**src/rtl/pong_pkg.sv**
```systemverilog
// Shared definitions for the ping-pong game core and the automatic player.
package pong_pkg;

  typedef enum logic [1:0] {
    WATCH    = 2'd0,
    DELAY    = 2'd1,
    PRESS    = 2'd2,
    COOLDOWN = 2'd3
  } state_t;

  typedef struct packed {
    state_t     fsm;
    logic [7:0] lfsr;
  } dbg_t;

  localparam logic [7:0] END_L = 8'h80;
  localparam logic [7:0] END_R = 8'h01;

  // Fibonacci taps 8,6,5,4 as a mask over state bits [7:0].
  localparam logic [7:0] LFSR_TAPS = 8'hB8;

  function automatic logic is_onehot8(input logic [7:0] v);
    return (v != 8'h00) && ((v & (v - 8'h01)) == 8'h00);
  endfunction

endpackage

```
**src/rtl/pong_lfsr8.sv**
```systemverilog
// 8-bit Fibonacci LFSR used as the miss-decision source; shifts toward the MSB.
module pong_lfsr8
  import pong_pkg::*;
#(
  parameter logic [7:0] SEED = 8'hA5
) (
  input  logic       clk,
  input  logic       rst,
  input  logic       en,
  output logic [7:0] state
);

  always_ff @(posedge clk) begin
    if (rst) begin
      state <= SEED;
    end else if (en) begin
      state <= {state[6:0], ^(state & LFSR_TAPS)};
    end
  end

endmodule

```
**src/rtl/pong_auto_player.sv**
```systemverilog
// Automatic ping-pong opponent: returns arriving balls, serves after a stable
// score display, and misses at a programmable rate.
module pong_auto_player
  import pong_pkg::*;
#(
  parameter bit          SIDE        = 1'b0,
  parameter int unsigned REACT_DELAY = 4,
  parameter int unsigned HOLD_CYCLES = 2,
  parameter int unsigned SERVE_IDLE  = 16,
  parameter logic [7:0]  SEED        = 8'hA5
) (
  input  logic       CLK,
  input  logic       RST,
  input  logic       EN,
  input  logic       SERVE,
  input  logic [1:0] MISS_RATE,
  input  logic [7:0] LED,
  output logic       BTN,
  output logic [7:0] HIT_CNT,
  output logic [7:0] MISS_CNT,
  output dbg_t       DBG
);

  localparam logic [7:0]  END_MASK = SIDE ? END_L : END_R;
  localparam logic [7:0]  REACT    = 8'(REACT_DELAY);
  localparam logic [7:0]  HOLD     = 8'(HOLD_CYCLES);
  localparam logic [15:0] IDLE     = 16'(SERVE_IDLE);

  state_t      state, next_state;
  logic [7:0]  led_q;
  logic [7:0]  cnt, cnt_next;
  logic [15:0] idle_cnt, idle_next;
  logic [7:0]  lfsr;
  logic        at_end, arrival, miss, stable_idle;
  logic        hit_inc, miss_inc;

  pong_lfsr8 #(.SEED(SEED)) u_lfsr (
    .clk   (CLK),
    .rst   (RST),
    .en    (EN),
    .state (lfsr)
  );

  // An arrival needs the ball to have come from a real in-flight position,
  // so a jump from a blank or score pattern onto the end LED is ignored.
  assign at_end      = (LED == END_MASK);
  assign arrival     = at_end && (led_q != END_MASK) && is_onehot8(led_q);
  assign miss        = (lfsr[1:0] < MISS_RATE);
  assign stable_idle = !is_onehot8(LED) && (LED == led_q);

  always_comb begin
    next_state = state;
    cnt_next   = cnt;
    idle_next  = 16'd0;
    hit_inc    = 1'b0;
    miss_inc   = 1'b0;
    case (state)
      WATCH: begin
        if (stable_idle) begin
          idle_next = (idle_cnt == IDLE) ? idle_cnt : idle_cnt + 16'd1;
        end
        if (arrival) begin
          idle_next = 16'd0;
          if (miss) begin
            next_state = COOLDOWN;
            miss_inc   = 1'b1;
          end else if (REACT == 8'd0) begin
            next_state = PRESS;
            cnt_next   = HOLD;
            hit_inc    = 1'b1;
          end else begin
            next_state = DELAY;
            cnt_next   = REACT;
          end
        end else if (SERVE && (idle_cnt == IDLE)) begin
          next_state = PRESS;
          cnt_next   = HOLD;
          idle_next  = 16'd0;
        end
      end
      DELAY: begin
        if (!at_end) begin
          next_state = COOLDOWN;
        end else if (cnt <= 8'd1) begin
          next_state = PRESS;
          cnt_next   = HOLD;
          hit_inc    = 1'b1;
        end else begin
          cnt_next = cnt - 8'd1;
        end
      end
      PRESS: begin
        if (cnt <= 8'd1) begin
          next_state = COOLDOWN;
          cnt_next   = 8'd0;
        end else begin
          cnt_next = cnt - 8'd1;
        end
      end
      COOLDOWN: begin
        if (!at_end) next_state = WATCH;
      end
      default: next_state = WATCH;
    endcase
    if (!EN) begin
      next_state = WATCH;
      idle_next  = 16'd0;
      hit_inc    = 1'b0;
      miss_inc   = 1'b0;
    end
  end

  always_ff @(posedge CLK) begin
    if (RST) begin
      state    <= WATCH;
      led_q    <= 8'h00;
      cnt      <= 8'd0;
      idle_cnt <= 16'd0;
      BTN      <= 1'b0;
      HIT_CNT  <= 8'd0;
      MISS_CNT <= 8'd0;
    end else begin
      state    <= next_state;
      led_q    <= LED;
      cnt      <= cnt_next;
      idle_cnt <= idle_next;
      BTN      <= (next_state == PRESS);
      if (hit_inc && (HIT_CNT != 8'hFF))   HIT_CNT  <= HIT_CNT + 8'd1;
      if (miss_inc && (MISS_CNT != 8'hFF)) MISS_CNT <= MISS_CNT + 8'd1;
    end
  end

  assign DBG = '{fsm: state, lfsr: lfsr};

endmodule

```
**config.mk**
```make
export PLATFORM = sky130hd
export DESIGN_NAME = pong_auto_player
export DESIGN_NICKNAME = d
export VERILOG_FILES = /design/src/rtl/pong_pkg.sv /design/src/rtl/pong_lfsr8.sv /design/src/rtl/pong_auto_player.sv
export SDC_FILE = /design/constraint.sdc
export NUM_CORES = 1
export LEC_CHECK = 0
export BUFFER_PORTS_ARGS = -buffer_cell sky130_fd_sc_hd__buf_2
export CAP_MARGIN = 20
export CORE_UTILIZATION = 32
export CTS_CLUSTER_SIZE = 20
export DETAILED_ROUTE_END_ITERATION = 7
export PLACE_DENSITY_LB_ADDON = 0.08
export RECOVER_POWER = 100
export SETUP_SLACK_MARGIN = 0.15
export SYNTH_ARGS = -nofsm -noshare
export SYNTH_HDL_FRONTEND = slang
export SYNTH_SLANG_ARGS = --single-unit
```
**constraint.sdc**
```tcl
create_clock -name CLK -period 3.4 [get_ports CLK]
set_clock_uncertainty 0.05 [all_clocks]
set_input_delay 0.68 -clock CLK [delete_from_list [all_inputs] [get_ports CLK]]
set_output_delay 0.68 -clock CLK [all_outputs]
set_load 0.01 [all_outputs]
```
==> results of run 1 <==
## state kept, by name, summed over array words and instances, names as in the netlist
name	count
BTN	1
HIT_CNT	8
MISS_CNT	8
cnt	8
idle_cnt	16
led_q	8
state	2
u_lfsr.state	8
## layout make-up
| class | instances | area share, % |
|---|---|---|
| tap | 133 | 4.43 |
| clock buffer | 12 | 4.40 |
| timing repair buffer | 47 | 5.33 |
| clock inverter | 4 | 1.27 |
| sequential | 59 | 31.5 |
| inverter | 17 | 1.70 |
| multi-input combinational | 296 | 51.4 |
## metal layers
| metal | GRT usage, % | part of all wire (%) | vias to the layer above | wire length (um) |
|---|---|---|---|---|
| li1 | - | - | 1462 | - |
| met1 | 19.0 | 48 | 1317 | 3670 |
| met2 | 24.9 | 46 | 53 | 3530 |
| met3 | 4.75 | 4.0 | 6 | 309 |
| met4 | 5.74 | 1.8 | 0 | 138 |
| met5 | 0 | 0 | - | 0 |
## cell families after synthesis
| kind of cell | synth area share (%) |
|---|---|
| buf+inv | 3.80 |
| mux | 3.72 |
| fa+ha+maj | 4.99 |
| compound gates | 12.5 |
| flops | 36.2 |
| simple gates | 29.1 |
| xor+xnor | 9.67 |
## power by group
group | internal, W | switching (W)
logic | 0.0000422 | 0.0000617
registers | 0.000705 | 0.0000165
clock network | 0.000396 | 0.000283
total | 0.00114 | 0.000361
## worst max-delay path: cells and delay by family
kind,cells,cell delay [ps]
AND/OR/NAND/NOR,4,1550
AO/OA/AOI/OAI,3,830
buffers and inverters,1,120
## synth_stat cells (2+ instances only)
library cell / instances
dfxtp_1: 59
nor2_1: 38
nand2_1: 30
nor3_1: 28
o21ai_0: 18
xnor2_1: 18
xor2_1: 18
a21oi_1: 17
inv_1: 17
nand3_1: 14
ha_1: 13
mux2i_1: 11
nor2b_1: 10
clkbuf_1: 9
nor4_1: 8
nand4_1: 7
nor4b_1: 7
o211ai_1: 7
and3_1: 5
nor3b_1: 4
nand2b_1: 3
a211oi_1: 2
buf_1: 2
nor4_4: 2
o211a_1: 2
o31ai_1: 2
o32ai_1: 2
o41ai_1: 2
or3_1: 2
or4_4: 2
## placed cells by master (no fill, tap or decap), types with 11 or more instances in the layout
cell type / n
nand3_1: 14
inv_1: 17
ha_1: 13
nor2_1: 38
xor2_1: 18
mux2i_1: 11
clkbuf_8: 12
nor3_1: 29
nand2_1: 30
o21ai_0: 19
clkbuf_1: 34
dfxtp_1: 59
a21oi_1: 18
xnor2_1: 18
## worst max path at each step
| stage | from | end | slack (ps) | depth (start not counted) |
|---|---|---|---|---|
| global route | LED[4] | cnt[6]$_SDFFE_PP0P_ | 220 | 8 |
| detailed placement | LED[4] | BTN$_SDFF_PP0_ | 180 | 8 |
| finish | LED[4] | cnt[6]$_SDFFE_PP0P_ | 360 | 8 |
| CTS | LED[4] | BTN$_SDFF_PP0_ | 540 | 8 |
| floorplan | LED[4] | BTN$_SDFF_PP0_ | 470 | 8 |
| global placement | LED[4] | BTN$_SDFF_PP0_ | 220 | 8 |
## through the flow
step | total power (W) | instances | instance area [um^2] | hold slack [ps] | setup WS, ps
3_5_place_dp | 0.000846 | 552 | 3620 | 426 | 185
6_report | 0.00150 | 568 | 3750 | 439 | 365
2_1_floorplan | 0.000805 | 385 | 3260 | 396 | 466
3_3_place_gp | 0.000845 | 552 | 3620 | 425 | 218
4_1_cts | 0.00155 | 568 | 3830 | 436 | 540
5_1_grt | 0.00159 | 568 | 3750 | 449 | 225
==> run_results.csv, run 1 <==
group,metric,value,unit
clocking,cts_resized,0,
yosys,synth_top_area_share,36.2,%
floorplanning,row_count,36,
grt,grt_pass1_vias,2614,
final_layout,final_util,38.2,%
worst_setup_path,rr_worst_depth,9,
run_status,outcome,"finished with violations",
yosys,synth_edf_count,0,
worst_setup_path,startpoint_type,"primary input",
detailed_routing,drc_errors,0,
floorplanning,fp.dieW,103,um
final_layout,syn_to_final_growth,15.1,%
hold_path,min_path_cells,1,
run_status,violations,"max-capacitance violations, max-slew violations",
clocking,clk_pin_slew,70,ps
clocking,cts_sinks,59,
yosys,synth_seq_cells,59,
yosys,synth_cells,385,
hold_path,worstHoldPathType,"flop to flop",
clocking,numCtsBuffers,9,
yosys,yosysSeqAreaShare,36.2,%
yosys,yosysTopAreaCell,"dfxtp_1",
worst_setup_path,path_cells,"clkbuf_1 -> or4_1 -> or3_1 -> a21oi_1 -> o2111ai_1 -> nand3_2 -> nand2b_1 -> o41ai_1",
worst_setup_path,cpPeakStageDelay,680,ps
worst_setup_path,r2r_start,"idle_cnt[0]$_SDFFE_PP0P_",
yosys,synth_cell_types,56,
placed_design,numPortBuffers,40,
clocking,htree_levels,3,
detailed_routing,wire_per_inst,13.5,um
worst_setup_path,required,3560,ps
timing,fin_crit,3040,ps
placed_design,gp_congestion,0.767,
yosys,postSynthAreaPerCell,8.47,um^2
yosys,synth_nets,412,
yosys,synthTopCellsByArea,"dfxtp_1 36%, ha_1 5.0%, xnor2_1 4.8%",
final_layout,fillers,1091,
timing,setup_viol,0,
final_layout,multiInputGateArea,0.00193,mm^2
final_layout,ff_latch_area,0.00118,mm^2
detailed_routing,drt_iter0_drc,129,
floorplanning,die_h,103,um
worst_setup_path,crit_arrival,3200,ps
detailed_routing,dr.pass1.iters,4,
worst_setup_path,r2r-end,"idle_cnt[6]$_SDFFE_PP0P_",
timing,drv_slew,37,
floorplanning,core_area,0.00982,mm^2
detailed_routing,antenna_left,0,
clocking,cts_tree,"done",
grt,grt_pass1_wl,12500,um
floorplanning,initial_utilization,33.2,%
timing,rsz0062_at_grt,"no",
yosys,syn_area,0.00326,mm^2
worst_setup_path,path_max_fanout,8,
grt,antenna_found_initial,0,
timing,fin_crit_sh,89.3,%
timing,max_freq,0.329,GHz
final_layout,drive_above_1_share,8.74,%
hold_path,hold_start,"cnt[7]$_SDFFE_PP0P_",
worst_setup_path,slowest_stage,"or4_1",
yosys,synthFlopType,"dfxtp_1",
worst_setup_path,endpoint_kind,"flop",
detailed_routing,vias_per_cell,5.00,
worst_setup_path,rrSetupSlack,650,ps
grt,grt_max_degree,37,
floorplanning,die_area,0.0106,mm^2
placed_design,dp.final_hpwl,5520,um
grt,track_usage,15.3,%
final_layout,fin_nets,457,
clocking,post-cts-setup-buffers,0,
pwr,power.density,401,mW/mm^2
yosys,synth_warnings,0,
grt,grt_overflow,0,
detailed_routing,wirelength,7640,um
detailed_routing,via_count,2838,
timing,slew_headroom,-18.5,%
yosys,async_flop_share,0,%
pwr,ir_drop,0.247,mV
timing,hold_viol,0,
hold_path,whs_endpoint,"cnt[7]$_SDFFE_PP0P_",
timing,setup_tns,0,ps
timing,tightest_slew,1780,ps
floorplanning,pin_count,41,
worst_setup_path,crit_type,"primary input to flop",
run,drv_cap,1,
final_layout,diodes,0,
clocking,root_buffer,"clkbuf_8",
clocking,clk_path_buf_depth,2,
pwr,leakage,1.35,nW
clocking,clk_latency,330,ps
clocking,hold_buffers,0,
Note: power is estimated with default switching activity, not from simulation.
==> run 2: changes to the inputs <==
--- a/config.mk
+++ b/config.mk
@@ -5,11 +5,11 @@
 export SDC_FILE = /design/constraint.sdc
 export NUM_CORES = 1
 export LEC_CHECK = 0
-export BUFFER_PORTS_ARGS = -buffer_cell sky130_fd_sc_hd__buf_2
 export CAP_MARGIN = 20
 export CORE_UTILIZATION = 32
 export CTS_CLUSTER_SIZE = 20
 export DETAILED_ROUTE_END_ITERATION = 7
+export DONT_BUFFER_PORTS = 1
 export PLACE_DENSITY_LB_ADDON = 0.08
 export RECOVER_POWER = 100
 export SETUP_SLACK_MARGIN = 0.15
==> run_results.csv, run 2 (same netlist as run 1, synthesis figures left out) <==
group,metric,value,unit
run_status,outcome,"finished, final reports clean",
clocking,cts_sinks,59,
worst_setup_path,path_cells,"or4_1 -> clkbuf_1 -> nor4_4 -> o21ai_0 -> nor3_2 -> nand2_1 -> mux2_2",
timing,slew_headroom,31.8,%
final_layout,design_area,0.00351,mm^2
floorplanning,initial_utilization,33.2,%
final_layout,final_util,35.7,%
pwr,ir_drop,0.126,mV
floorplanning,pin_count,41,
timing,max_freq,0.334,GHz
pwr,pwr-share-clk,40.7,%
worst_setup_path,required,3580,ps
detailed_routing,wire_per_inst,14.4,um
placed_design,placedInstanceArea,0.00339,mm^2
final_layout,fin_nets,413,
worst_setup_path,cpPeakStageDelay,550,ps
run,drv_cap,0,
detailed_routing,wirelength,7560,um
timing,fin_crit_sh,88.0,%
final_layout,regMostFlops,"idle_cnt",
pwr,p_comb_share,5.2,%
floorplanning,die_area,0.0106,mm^2
final_layout,diodes,0,
pwr,power.density,383,mW/mm^2
final_layout,syn_to_final_growth,7.60,%
grt,grt_pass1_vias,2630,
clocking,clk_path_buf_depth,2,
pwr,p_seq_share,54.1,%
pwr,p_sw_share,25.8,%
worst_setup_path,slowest_stage,"or4_1",
clocking,post-cts-setup-buffers,0,
timing,hold_viol,0,
detailed_routing,vias_per_cell,5.16,
clocking,clk_latency,330,ps
placed_design,gp_congestion,0.737,
timing,setup_viol,0,
pwr,switchingPower,0.000347,W
timing,rsz0062_at_grt,"no",
clocking,cts_tree,"done",
clocking,cts_resized,0,
floorplanning,core_area,0.00982,mm^2
floorplanning,die_h,103,um
placed_design,placed_cells,508,
clocking,numCtsBuffers,9,
worst_setup_path,crit_type,"primary input to flop",
final_layout,mostFrequentLayoutCell,"dfxtp_1",
placed_design,numPortBuffers,0,
detailed_routing,drc_errors,0,
detailed_routing,via_count,2706,
grt,antenna_found_initial,0,
final_layout,final_cell_mix,"59 x dfxtp_1, 38 x nor2_1, 30 x nand2_1, 28 x nor3_1, 19 x o21ai_0",
floorplanning,fp.dieW,103,um
pwr,leakage,1.24,nW
hold_path,worstHoldPathType,"primary input to flop",
clocking,clk_pin_slew,70,ps
pwr,power.internal,0.000996,W
grt,grt_overflow,0,
final_layout,fin_cells,524,
timing,drv_slew,0,
detailed_routing,dr.pass1.iters,4,
clocking,htree_levels,3,
grt,grt_pass1_wl,12500,um
placed_design,dp.final_hpwl,5460,um
detailed_routing,drt_iter0_drc,62,
worst_setup_path,path_max_fanout,7,
grt,track_usage,15.3,%
timing,setup_tns,0,ps
clocking,hold_buffers,0,
worst_setup_path,startpoint_type,"primary input",
detailed_routing,antenna_left,0,
worst_setup_path,crit_arrival,3170,ps
timing,tightest_slew,1010,ps
final_layout,drive_above_1_share,5.88,%
clocking,root_buffer,"clkbuf_8",
final_layout,largest_reg_flops,16,
timing,fin_crit,2990,ps
floorplanning,row_count,36,
final_layout,fillers,1087,
grt,grt_max_degree,38,
worst_setup_path,endpoint_kind,"flop",
## run 2: cell count changes in the layout (fill, tap and decap cells not counted)
cell	previous run	this run
clkbuf_8	12	9
nor3_2	0	1
nor3_1	29	28
clkbuf_1	34	3
buf_4	3	1
buf_2	10	0
nand3_1	14	15
bufinv_16	1	0
nand3_2	1	0
or4_4	2	0
clkinv_2	2	5
or4_1	1	3
## run 2: stage by stage
stage	setup slack (ps)	hold WS, ps	total power (W)
global placement	331	427	0.000814
detailed placement	279	433	0.000815
finish	409	360	0.00134
CTS	639	348	0.00136
floorplan	466	396	0.000805
global route	265	338	0.00141
## run 2: final timing paths
| check | startpoint | to | slack, ps | cells past startpoint |
|---|---|---|---|---|
| setup / recovery | LED[4] | MISS_CNT[5]$_SDFFE_PP0P_ | 410 | 7 |
| hold / removal | RST | led_q[4]$_SDFF_PP0_ | 360 | 1 |
| setup reg to reg | cnt[2]$_SDFFE_PP0P_ | BTN$_SDFF_PP0_ | 440 | 7 |
| hold reg to reg | cnt[5]$_SDFFE_PP0P_ | cnt[5]$_SDFFE_PP0P_ | 440 | 2 |
## run 2: worst max-delay path, delay by kind of cell
family	cells	cell delay (ps)
mux	1	300
simple gates	4	1540
buf+inv	1	200
compound gates	1	450
## run 2: cell type report
| type | count | area [um^2] | share of cell area [%] |
|---|---|---|---|
| Inverter | 17 | 63.8 | 1.82 |
| Timing Repair Buffer | 3 | 15.0 | 0.428 |
| Multi-Input combinational cell | 296 | 1920 | 54.8 |
| Tap cell | 133 | 166 | 4.74 |
| Clock buffer | 10 | 128 | 3.64 |
| Clock inverter | 6 | 32.5 | 0.927 |
| Sequential cell | 59 | 1180 | 33.7 |
## run 2: power groups by stage
stage	Sequential [W]	Combinational, W	Clock, W
after global placement	0.000742	0.0000721	0
after CTS	0.000727	0.0000728	0.000565
after global routing	0.000729	0.0000797	0.000600
after detailed placement	0.000743	0.0000725	0
after floorplan	0.000736	0.0000695	0
final	0.000726	0.0000701	0.000547
## run 2: routing by layer
layer / GRT usage [%] / wire [um]
met1: 18.7 / 3610
met2: 25.0 / 3390
met3: 3.80 / 355
met4: 7.37 / 201
met5: 0 / 0
